--- src/rtl/pll_lock_sequencer.sv ---
// pll_lock_sequencer: supervised bring-up for a Gowin PLL in the reference-clock
// domain. It pulses PLL reset, waits for a debounced lock, and then enables the
// NUM_CLK output clock gates one at a time. It also recovers from lock loss,
// retries a lock that times out, and raises fault after MAX_RETRY failed attempts.
// Optional feature macro: PLL_LOCK_LOSS_CNT_EN adds an 8-bit saturating
// lock_loss_cnt output.
module pll_lock_sequencer #(
    parameter int NUM_CLK      = 2,
    parameter int RST_CYCLES   = 16,
    parameter int LOCK_STABLE  = 256,
    parameter int STAGE_GAP    = 8,
    parameter int LOCK_TIMEOUT = 65536,
    parameter int MAX_RETRY    = 3
) (
    input  logic               clkin,
    input  logic               reset_n,
    input  logic               pll_lock,
    input  logic               relock_req,
    output logic               pll_reset,
    output logic [NUM_CLK-1:0] enclk,
    output logic               ready,
    output logic               fault,
    output logic [3:0]         retry_cnt
`ifdef PLL_LOCK_LOSS_CNT_EN
    ,
    output logic [7:0]         lock_loss_cnt
`endif
);

    localparam int MAX_AB  = (RST_CYCLES > LOCK_STABLE) ? RST_CYCLES : LOCK_STABLE;
    localparam int MAX_CD  = (STAGE_GAP > LOCK_TIMEOUT) ? STAGE_GAP : LOCK_TIMEOUT;
    localparam int MAX_ALL = (MAX_AB > MAX_CD) ? MAX_AB : MAX_CD;
    localparam int CNT_W   = ($clog2(MAX_ALL) < 1) ? 1 : $clog2(MAX_ALL);
    localparam int STG_W   = (NUM_CLK > 1) ? $clog2(NUM_CLK) : 1;

    localparam logic [CNT_W-1:0]   CNT_ONE   = CNT_W'(1);
    localparam logic [CNT_W-1:0]   RST_LAST  = CNT_W'(RST_CYCLES - 1);
    localparam logic [CNT_W-1:0]   STB_LAST  = CNT_W'(LOCK_STABLE - 1);
    localparam logic [CNT_W-1:0]   GAP_LAST  = CNT_W'(STAGE_GAP - 1);
    localparam logic [CNT_W-1:0]   TMO_LAST  = CNT_W'(LOCK_TIMEOUT - 1);
    localparam logic [STG_W-1:0]   STG_ONE   = STG_W'(1);
    localparam logic [STG_W-1:0]   STG_LAST  = STG_W'(NUM_CLK - 1);
    localparam logic [NUM_CLK-1:0] EN_ONE    = NUM_CLK'(1);
    localparam logic [3:0]         RETRY_LIM = 4'(MAX_RETRY);

    typedef enum logic [2:0] {
        RESET_PLL,
        WAIT_LOCK,
        STABLE,
        ENABLE,
        RUN,
        FAULT
    } state_t;

    state_t             state_q, state_d;
    logic [CNT_W-1:0]   cnt_q, cnt_d;
    logic [STG_W-1:0]   stage_q, stage_d;
    logic [NUM_CLK-1:0] enclk_q, enclk_d;
    logic               pll_reset_q, pll_reset_d;
    logic               ready_q, ready_d;
    logic               fault_q, fault_d;
    logic [3:0]         retry_q, retry_d;
    logic               lock_p0, lock_p1;
    logic               lock_s;

    // Two-flop synchroniser for the asynchronous PLL lock flag
    always_ff @(posedge clkin or negedge reset_n) begin
        if (!reset_n) begin
            lock_p0 <= 1'b0;
            lock_p1 <= 1'b0;
        end else begin
            lock_p0 <= pll_lock;
            lock_p1 <= lock_p0;
        end
    end

    assign lock_s = lock_p1;

    // State, counters and registered outputs
    always_ff @(posedge clkin or negedge reset_n) begin
        if (!reset_n) begin
            state_q     <= RESET_PLL;
            cnt_q       <= '0;
            stage_q     <= '0;
            enclk_q     <= '0;
            pll_reset_q <= 1'b1;
            ready_q     <= 1'b0;
            fault_q     <= 1'b0;
            retry_q     <= 4'd0;
        end else begin
            state_q     <= state_d;
            cnt_q       <= cnt_d;
            stage_q     <= stage_d;
            enclk_q     <= enclk_d;
            pll_reset_q <= pll_reset_d;
            ready_q     <= ready_d;
            fault_q     <= fault_d;
            retry_q     <= retry_d;
        end
    end

    // Next-state and next-output decode; relock_req outranks lock loss
    always_comb begin
        state_d     = state_q;
        cnt_d       = cnt_q;
        stage_d     = stage_q;
        enclk_d     = enclk_q;
        pll_reset_d = pll_reset_q;
        ready_d     = ready_q;
        fault_d     = fault_q;
        retry_d     = retry_q;
        case (state_q)
            RESET_PLL: begin
                if (cnt_q == RST_LAST) begin
                    state_d     = WAIT_LOCK;
                    cnt_d       = '0;
                    pll_reset_d = 1'b0;
                end else begin
                    cnt_d = cnt_q + CNT_ONE;
                end
            end
            WAIT_LOCK: begin
                if (lock_s) begin
                    state_d = STABLE;
                    cnt_d   = '0;
                end else if (cnt_q == TMO_LAST) begin
                    retry_d     = retry_q + 4'd1;
                    cnt_d       = '0;
                    pll_reset_d = 1'b1;
                    if (retry_q + 4'd1 == RETRY_LIM) begin
                        state_d = FAULT;
                        fault_d = 1'b1;
                    end else begin
                        state_d = RESET_PLL;
                    end
                end else begin
                    cnt_d = cnt_q + CNT_ONE;
                end
            end
            STABLE: begin
                if (!lock_s) begin
                    state_d = WAIT_LOCK;
                    cnt_d   = '0;
                end else if (cnt_q == STB_LAST) begin
                    state_d = ENABLE;
                    cnt_d   = '0;
                    stage_d = '0;
                    enclk_d = EN_ONE;
                end else begin
                    cnt_d = cnt_q + CNT_ONE;
                end
            end
            ENABLE, RUN: begin
                if (relock_req || !lock_s) begin
                    state_d     = RESET_PLL;
                    cnt_d       = '0;
                    stage_d     = '0;
                    enclk_d     = '0;
                    ready_d     = 1'b0;
                    pll_reset_d = 1'b1;
                    if (relock_req) begin
                        retry_d = 4'd0;
                        fault_d = 1'b0;
                    end
                end else if (state_q == ENABLE) begin
                    if (stage_q == STG_LAST) begin
                        state_d = RUN;
                        ready_d = 1'b1;
                        retry_d = 4'd0;
                    end else if (cnt_q == GAP_LAST) begin
                        cnt_d   = '0;
                        stage_d = stage_q + STG_ONE;
                        enclk_d = enclk_q | (EN_ONE << stage_d);
                    end else begin
                        cnt_d = cnt_q + CNT_ONE;
                    end
                end
            end
            FAULT: begin
                if (relock_req) begin
                    state_d     = RESET_PLL;
                    cnt_d       = '0;
                    fault_d     = 1'b0;
                    retry_d     = 4'd0;
                    pll_reset_d = 1'b1;
                end
            end
            default: begin
                state_d     = RESET_PLL;
                cnt_d       = '0;
                stage_d     = '0;
                enclk_d     = '0;
                ready_d     = 1'b0;
                fault_d     = 1'b0;
                pll_reset_d = 1'b1;
            end
        endcase
    end

    assign pll_reset = pll_reset_q;
    assign enclk     = enclk_q;
    assign ready     = ready_q;
    assign fault     = fault_q;
    assign retry_cnt = retry_q;

`ifdef PLL_LOCK_LOSS_CNT_EN
    logic       loss_evt;
    logic [7:0] loss_q;

    // A drop-out during STABLE, or a lock loss that restarts ENABLE/RUN, is one
    // event. A relock_req on the same cycle takes precedence, so it is not counted.
    assign loss_evt = !lock_s &&
                      ((state_q == STABLE) ||
                       (((state_q == ENABLE) || (state_q == RUN)) && !relock_req));

    // Saturating event counter, cleared only by reset_n
    always_ff @(posedge clkin or negedge reset_n) begin
        if (!reset_n) begin
            loss_q <= 8'd0;
        end else if (loss_evt && (loss_q != 8'hFF)) begin
            loss_q <= loss_q + 8'd1;
        end
    end

    assign lock_loss_cnt = loss_q;
`endif

endmodule

--- config.mk ---
export PLATFORM = sky130hd
export DESIGN_NAME = pll_lock_sequencer
export DESIGN_NICKNAME = d
export VERILOG_FILES = /design/src/rtl/pll_lock_sequencer.sv
export SDC_FILE = /design/constraint.sdc
export NUM_CORES = 1
export LEC_CHECK = 0
export ABC_CLOCK_PERIOD_IN_PS = 2400
export BUFFER_PORTS_ARGS = -buffer_cell sky130_fd_sc_hd__buf_2
export CAP_MARGIN = 0
export CELL_PAD_IN_SITES_DETAIL_PLACEMENT = 0
export CELL_PAD_IN_SITES_GLOBAL_PLACEMENT = 1
export CORE_MARGIN = 2
export CORE_UTILIZATION = 30
export DETAILED_ROUTE_END_ITERATION = 7
export PLACE_DENSITY = 0.62
export SLEW_MARGIN = 10
export SYNTH_ARGS = -nofsm -noshare
export SYNTH_HDL_FRONTEND = slang
export SYNTH_SLANG_ARGS = --single-unit
--- constraint.sdc ---
create_clock -name clkin -period 2.4 [get_ports clkin]
set_input_delay 0.24 -clock clkin [delete_from_list [all_inputs] [get_ports clkin]]
set_output_delay 0.24 -clock clkin [all_outputs]
set_load 0.01 [all_outputs]
==> results of run 1 <==
[worst max path at each step]
stage | from | end | slack [ps] | depth (start not counted)
6_report | cnt_q[0] | state_q[0] | 160 | 6
2_1_floorplan | cnt_q[8] | cnt_q[10] | 300 | 6
3_3_place_gp | cnt_q[0] | state_q[2] | 160 | 6
5_1_grt | cnt_q[0] | state_q[2] | 20 | 6
3_5_place_dp | cnt_q[0] | state_q[0] | 180 | 6
4_1_cts | cnt_q[0] | state_q[0] | 160 | 6
[registers in the layout (all words and copies together) (netlist names)]
signal,count
stage_q,1
state_q,3
cnt_q,16
ready,1
retry_cnt,4
fault,1
enclk,2
pll_reset,1
lock_p0,1
lock_p1,1
[power by group]
group / internal (mW) / switching, mW
clock network: 0.225 / 0.206
registers: 0.601 / 0.0834
logic: 0.344 / 0.418
[area by class of cell]
cell class                      count  area [sq um]
Clock buffer                        6         82.58
Clock inverter                      1         5.005
Inverter                           10         37.54
Fill cell                         622          3795
Timing Repair Buffer               28         192.7
Sequential cell                    31         777.0
Multi-Input combinational cell    159          1042
Tap cell                           75         93.84
[critical path, cell delays in order (launching register included)]
cell     delay, ps
dfrtp_1        390
ha_1           240
nand3_1        140
or2_1          270
o31a_1         370
or4_4          560
mux2i_1        140
[cells by family (layout without fill, tap and decap cells)]
kind of cell,Yosys count,count (layout),share of synthesized area
AOI/OAI and AO/OA,54,54,0.1987
xor gates and xnor gates,14,14,0.06469
muxes,1,1,0.005281
buffers and inverters,20,45,0.04027
DFF,31,31,0.4099
adders and majority gates,3,3,0.01980
and+or+nand+nor,87,87,0.2614
[cells in the final DEF (no fill, tap or decap), types with 2 or more instances in the layout]
cell and count:
nor2b_1 2, buf_4 15, o21bai_1 3, or4_4 3
and2_1 2, nand2_1 16, buf_2 12, o2bb2ai_1 3
nor4_4 2, clkbuf_8 6, xor2_1 13, ha_1 3
o2111ai_1 8, or2_2 2, o22ai_1 3, and3_1 3
nand4_1 4, nor3_1 4, nand3_1 5, o21ai_0 7
nand2b_1 4, nor2_1 25, a21oi_1 12, or4_1 2
a32o_1 2, inv_1 10, nor4_1 5, a31oi_1 3
a21o_1 2, dfrtp_1 30, o211ai_1 2, o31ai_1 2
[per-layer routing]
metal | GRT usage | up-vias
met1 | 0.2007 | 785
met3 | 0.03462 | 2
met5 | 0 | -
met2 | 0.2126 | 25
met4 | 0.04839 | 0
li1 | - | 818
==> flow_summary.toml, run 1 <==
[global_routing]
grt_overflow = 0
antenna_found_initial = 0
grt_util_all_layers = 0.1421
grt_max_degree = 32
grt_first_pass_wirelength_microns = 8038
grt_pass1_vias = 1617

[pwr]
vdd_drop_max_mv = 0.3116
power_density_mw_per_mm2 = 841.6
p_total_mw = 1.877
p_leak_nw = 0.9842

[floorplan]
rows = 28
die_area_sq_mm = 0.006971
die_h_microns = 83.49
start_util = 0.3146
core_sq_mm = 0.006026
die_w_microns = 83.49
num_io_pins = 13

[route]
ant_nets = 0
maxUsedRoutingLayer = "met4"
drt_wl_total_microns = 4593
routedWlPerCell_microns = 14.82
dr_wl_met3_microns = 111
wl_met2_microns = 2083
wl_met1_microns = 2356
vias_per_cell = 5.258
via_count = 1630
dr.first_iter.drc_count = 124
route.detailed.drc = 0
detailedRoute.firstPassIterationCount = 4

[timing]
rsz0062_at_grt = "false"
maxSlewHeadroom = 0.5001
slew_viol_final = 0
worst_slack_ps = 164.1
worst_pin_slew_ps = 744.8
clock_skew_ps = 10.99
finalCritPeriodShare = 0.9316
finalSetupTns_ps = 0
holdWs_ps = -0.02487
max_freq_mhz = 447.3
fin_crit_ps = 2236
setup_viol = 0
finalHoldViolations = 1

[min_path]
hold_path_class = "in2async"

[clocking]
clockBufferDepth = 2
clockRootBuffer = "clkbuf_8"
cts_buffers = 5
clkSlewWorstSetupHoldPaths_ps = 80
cts_setup_buffers = 0
cts_tree = "done"
hold_buffers = 0
htreeDepth = 2
clock-sinks = 31
clkLatencyLatePin_ps = 290
cts_resized = 0

[yosys]
synth_area_sq_mm = 0.001896
synthMostInstantiatedCell = "dfrtp_1"
synth_cell_types = 50
synth.area.top_cells = "dfrtp_1 (40%), xor2_1 (6.0%), nor2_1 (5.0%), o2111ai_1 (3.7%), a21oi_1 (3.2%)"
synth_edf_count = 0
ys_async_sr_fraction = 1.000
synth_ff_type = "dfrtp_1"
synth_seq_area_share = 0.4099
synthTopCellsByCount = "dfrtp_1 (30), nor2_1 (25), nand2_1 (16)"
ys_warn_count = 0
synth.largest_area_cell = "dfrtp_1"
avgSynthCellArea_sq_um = 9.027
yosys_register_bits = 31
syn_nets = 217
syn_inst = 210
synth_top_area_share = 0.3960

[critical_path]
r2r-start = "cnt_q[0]"
critPathMaxFanout = 5
crit_path_end_kind = "register"
reg2reg_slack_ps = 160
criticalPathCategory = "reg2reg"
cp-start-kind = "register"
reg2reg_to = "state_q[0]"
reg2regPathDepth = 6
cp_data_arrival_time_ps = 2400
crit_required_ps = 2570

[cells_and_area]
stdcell_count = 310
drive_above_1_share = 0.1915
area_growth_pct = 17.69
diodes = 0
final_cell_area_sq_mm = 0.002231
final_util = 0.3702
final_nets = 242

[place]
gp_congestion = 0.7769
pre_cts_ws_ps = 175.7
post_dp_cell_area_sq_mm = 0.002143
dp_hpwl_microns = 3308
place_inst = 303
portBuffers = 12

[outcome]
status = "finished with violations"
violations = "hold timing"

[flow_run]
max_cap_violations = 0
No activity file was read; power rests on OpenSTA's default activity.
==> run 2: changes to the inputs <==
--- a/config.mk
+++ b/config.mk
@@ -10,7 +10,7 @@
 export CAP_MARGIN = 0
 export CELL_PAD_IN_SITES_DETAIL_PLACEMENT = 0
 export CELL_PAD_IN_SITES_GLOBAL_PLACEMENT = 1
-export CORE_MARGIN = 2
+export CORE_MARGIN = 5
 export CORE_UTILIZATION = 30
 export DETAILED_ROUTE_END_ITERATION = 7
 export PLACE_DENSITY = 0.62
==> flow_summary.toml, run 2 (synthesis gave the netlist of run 1 again) <==
[route]
ant_nets = 0
drt_wl_total_microns = 4825
via_count = 1643
routedWlPerCell_microns = 15.42
dr.first_iter.drc_count = 81
detailedRoute.firstPassIterationCount = 4
vias_per_cell = 5.249
route.detailed.drc = 0

[clocking]
cts_buffers = 5
clockBufferDepth = 2
htreeDepth = 2
clock-sinks = 31
clockRootBuffer = "clkbuf_8"
clkSlewWorstSetupHoldPaths_ps = 70
hold_buffers = 0
clkLatencyLatePin_ps = 280
cts_tree = "done"

[outcome]
status = "finished clean"

[pwr]
swShare = 0.3720
p_seq_frac = 0.359
combPwrFrac = 0.401
intPower_mw = 1.200
switchingPower_uw = 710.5
p_leak_nw = 0.9933
p_clk_frac = 0.240
vdd_drop_max_mv = 0.3794
power_density_mw_per_mm2 = 847.7
p_total_mw = 1.910

[floorplan]
start_util = 0.3037
die_area_sq_mm = 0.008008
die_h_microns = 89.49
core_sq_mm = 0.006241
rows = 29
num_io_pins = 13
die_w_microns = 89.49

[global_routing]
grt_max_degree = 32
grt_first_pass_wirelength_microns = 8010
grt_pass1_vias = 1600
antenna_found_initial = 0
grt_util_all_layers = 0.1313
grt_overflow = 0

[min_path]
hold_path_class = "in2async"

[timing]
clock_skew_ps = 6.065
finalSetupTns_ps = 0
finalCritPeriodShare = 0.9347
worst_pin_slew_ps = 785.8
slew_viol_final = 0
maxSlewHeadroom = 0.4726
setup_viol = 0
fin_crit_ps = 2243
rsz0062_at_grt = "false"
finalHoldViolations = 0
worst_slack_ps = 156.7
max_freq_mhz = 445.8

[critical_path]
reg2reg_to = "state_q[0]"
critPathMaxFanout = 5
criticalPathCategory = "reg2reg"
cp_data_arrival_time_ps = 2410
cp-start-kind = "register"
crit_required_ps = 2560
reg2reg_slack_ps = 160
r2r-start = "cnt_q[0]"
reg2regPathDepth = 6
crit_path_end_kind = "register"

[place]
place_inst = 305
dp_hpwl_microns = 3455
gp_congestion = 0.8398
portBuffers = 12
pre_cts_ws_ps = 198.8

[cells_and_area]
final_common_cell = "dfrtp_1"
final_util = 0.3611
final_nets = 242
largest_reg_flops = 16
diodes = 0
area_growth_pct = 18.88
top_register = "cnt_q"
final_cell_mix = "dfrtp_1 (30), nor2_1 (25), nand2_1 (16)"
stdcell_count = 313
drive_above_1_share = 0.1949

[flow_run]
max_cap_violations = 0
==> run 2: through the flow <==
stage          area, sq um  hold slack, ps
3_3_place_gp          2146           331.4
3_5_place_dp          2146           338.6
6_report              2253           14.32
5_1_grt               2253           50.60
4_1_cts               2246           32.68
2_1_floorplan         1896          -55.59
==> run 2: worst max-delay path by stage <==
| stage | from | cells past startpoint | slack (ps) | endpoint |
|---|---|---|---|---|
| 3_5_place_dp | cnt_q[1] | 6 | 200 | retry_cnt[2] |
| 3_3_place_gp | cnt_q[9] | 5 | 210 | state_q[0] |
| 2_1_floorplan | cnt_q[8] | 6 | 300 | cnt_q[10] |
| 6_report | cnt_q[0] | 6 | 160 | state_q[0] |
| 4_1_cts | cnt_q[0] | 6 | 180 | retry_cnt[2] |
| 5_1_grt | cnt_q[0] | 6 | 60 | state_q[2] |
==> run 2: timing repair <==
action / CTS / global route
setup buffers: 0 / 0
setup endpoints to repair: 0 / 3
resized for setup: 0 / 1
==> run 2: cell type report <==
class                      instances  area (sq um)
fill                             674          3988
sequential                        31         777.0
tap                               77         96.34
multi-input combinational        159          1050
clock buffer                       8         100.1
inverter                          10         37.54
timing repair buffer              28         192.7
==> run 2: worst max-delay path, stage by stage, from the launching register on <==
cell and delay, ps:
dfrtp_1 380, ha_1 250, nand3_1 150, or2_1 280, o31a_1 370, or4_4 570, mux2i_1 130
==> run 2: power by group through the flow <==
stage | sequential [mW] | combinational [mW] | clock [mW]
floorplan | 0.666 | 0.503 | 0
global placement | 0.691 | 0.775 | 0
detailed placement | 0.693 | 0.771 | 0
CTS | 0.684 | 0.770 | 0.479
global route | 0.697 | 0.841 | 0.498
finish | 0.686 | 0.766 | 0.458
==> run 2: routing by layer <==
layer | global-route usage | up-vias | share of wire
met2 | 0.2056 | 28 | 0.46
met1 | 0.1755 | 783 | 0.48
met4 | 0.05277 | 0 | 0.018
met3 | 0.02857 | 6 | 0.040
li1 | - | 826 | -
met5 | 0 | - | 0
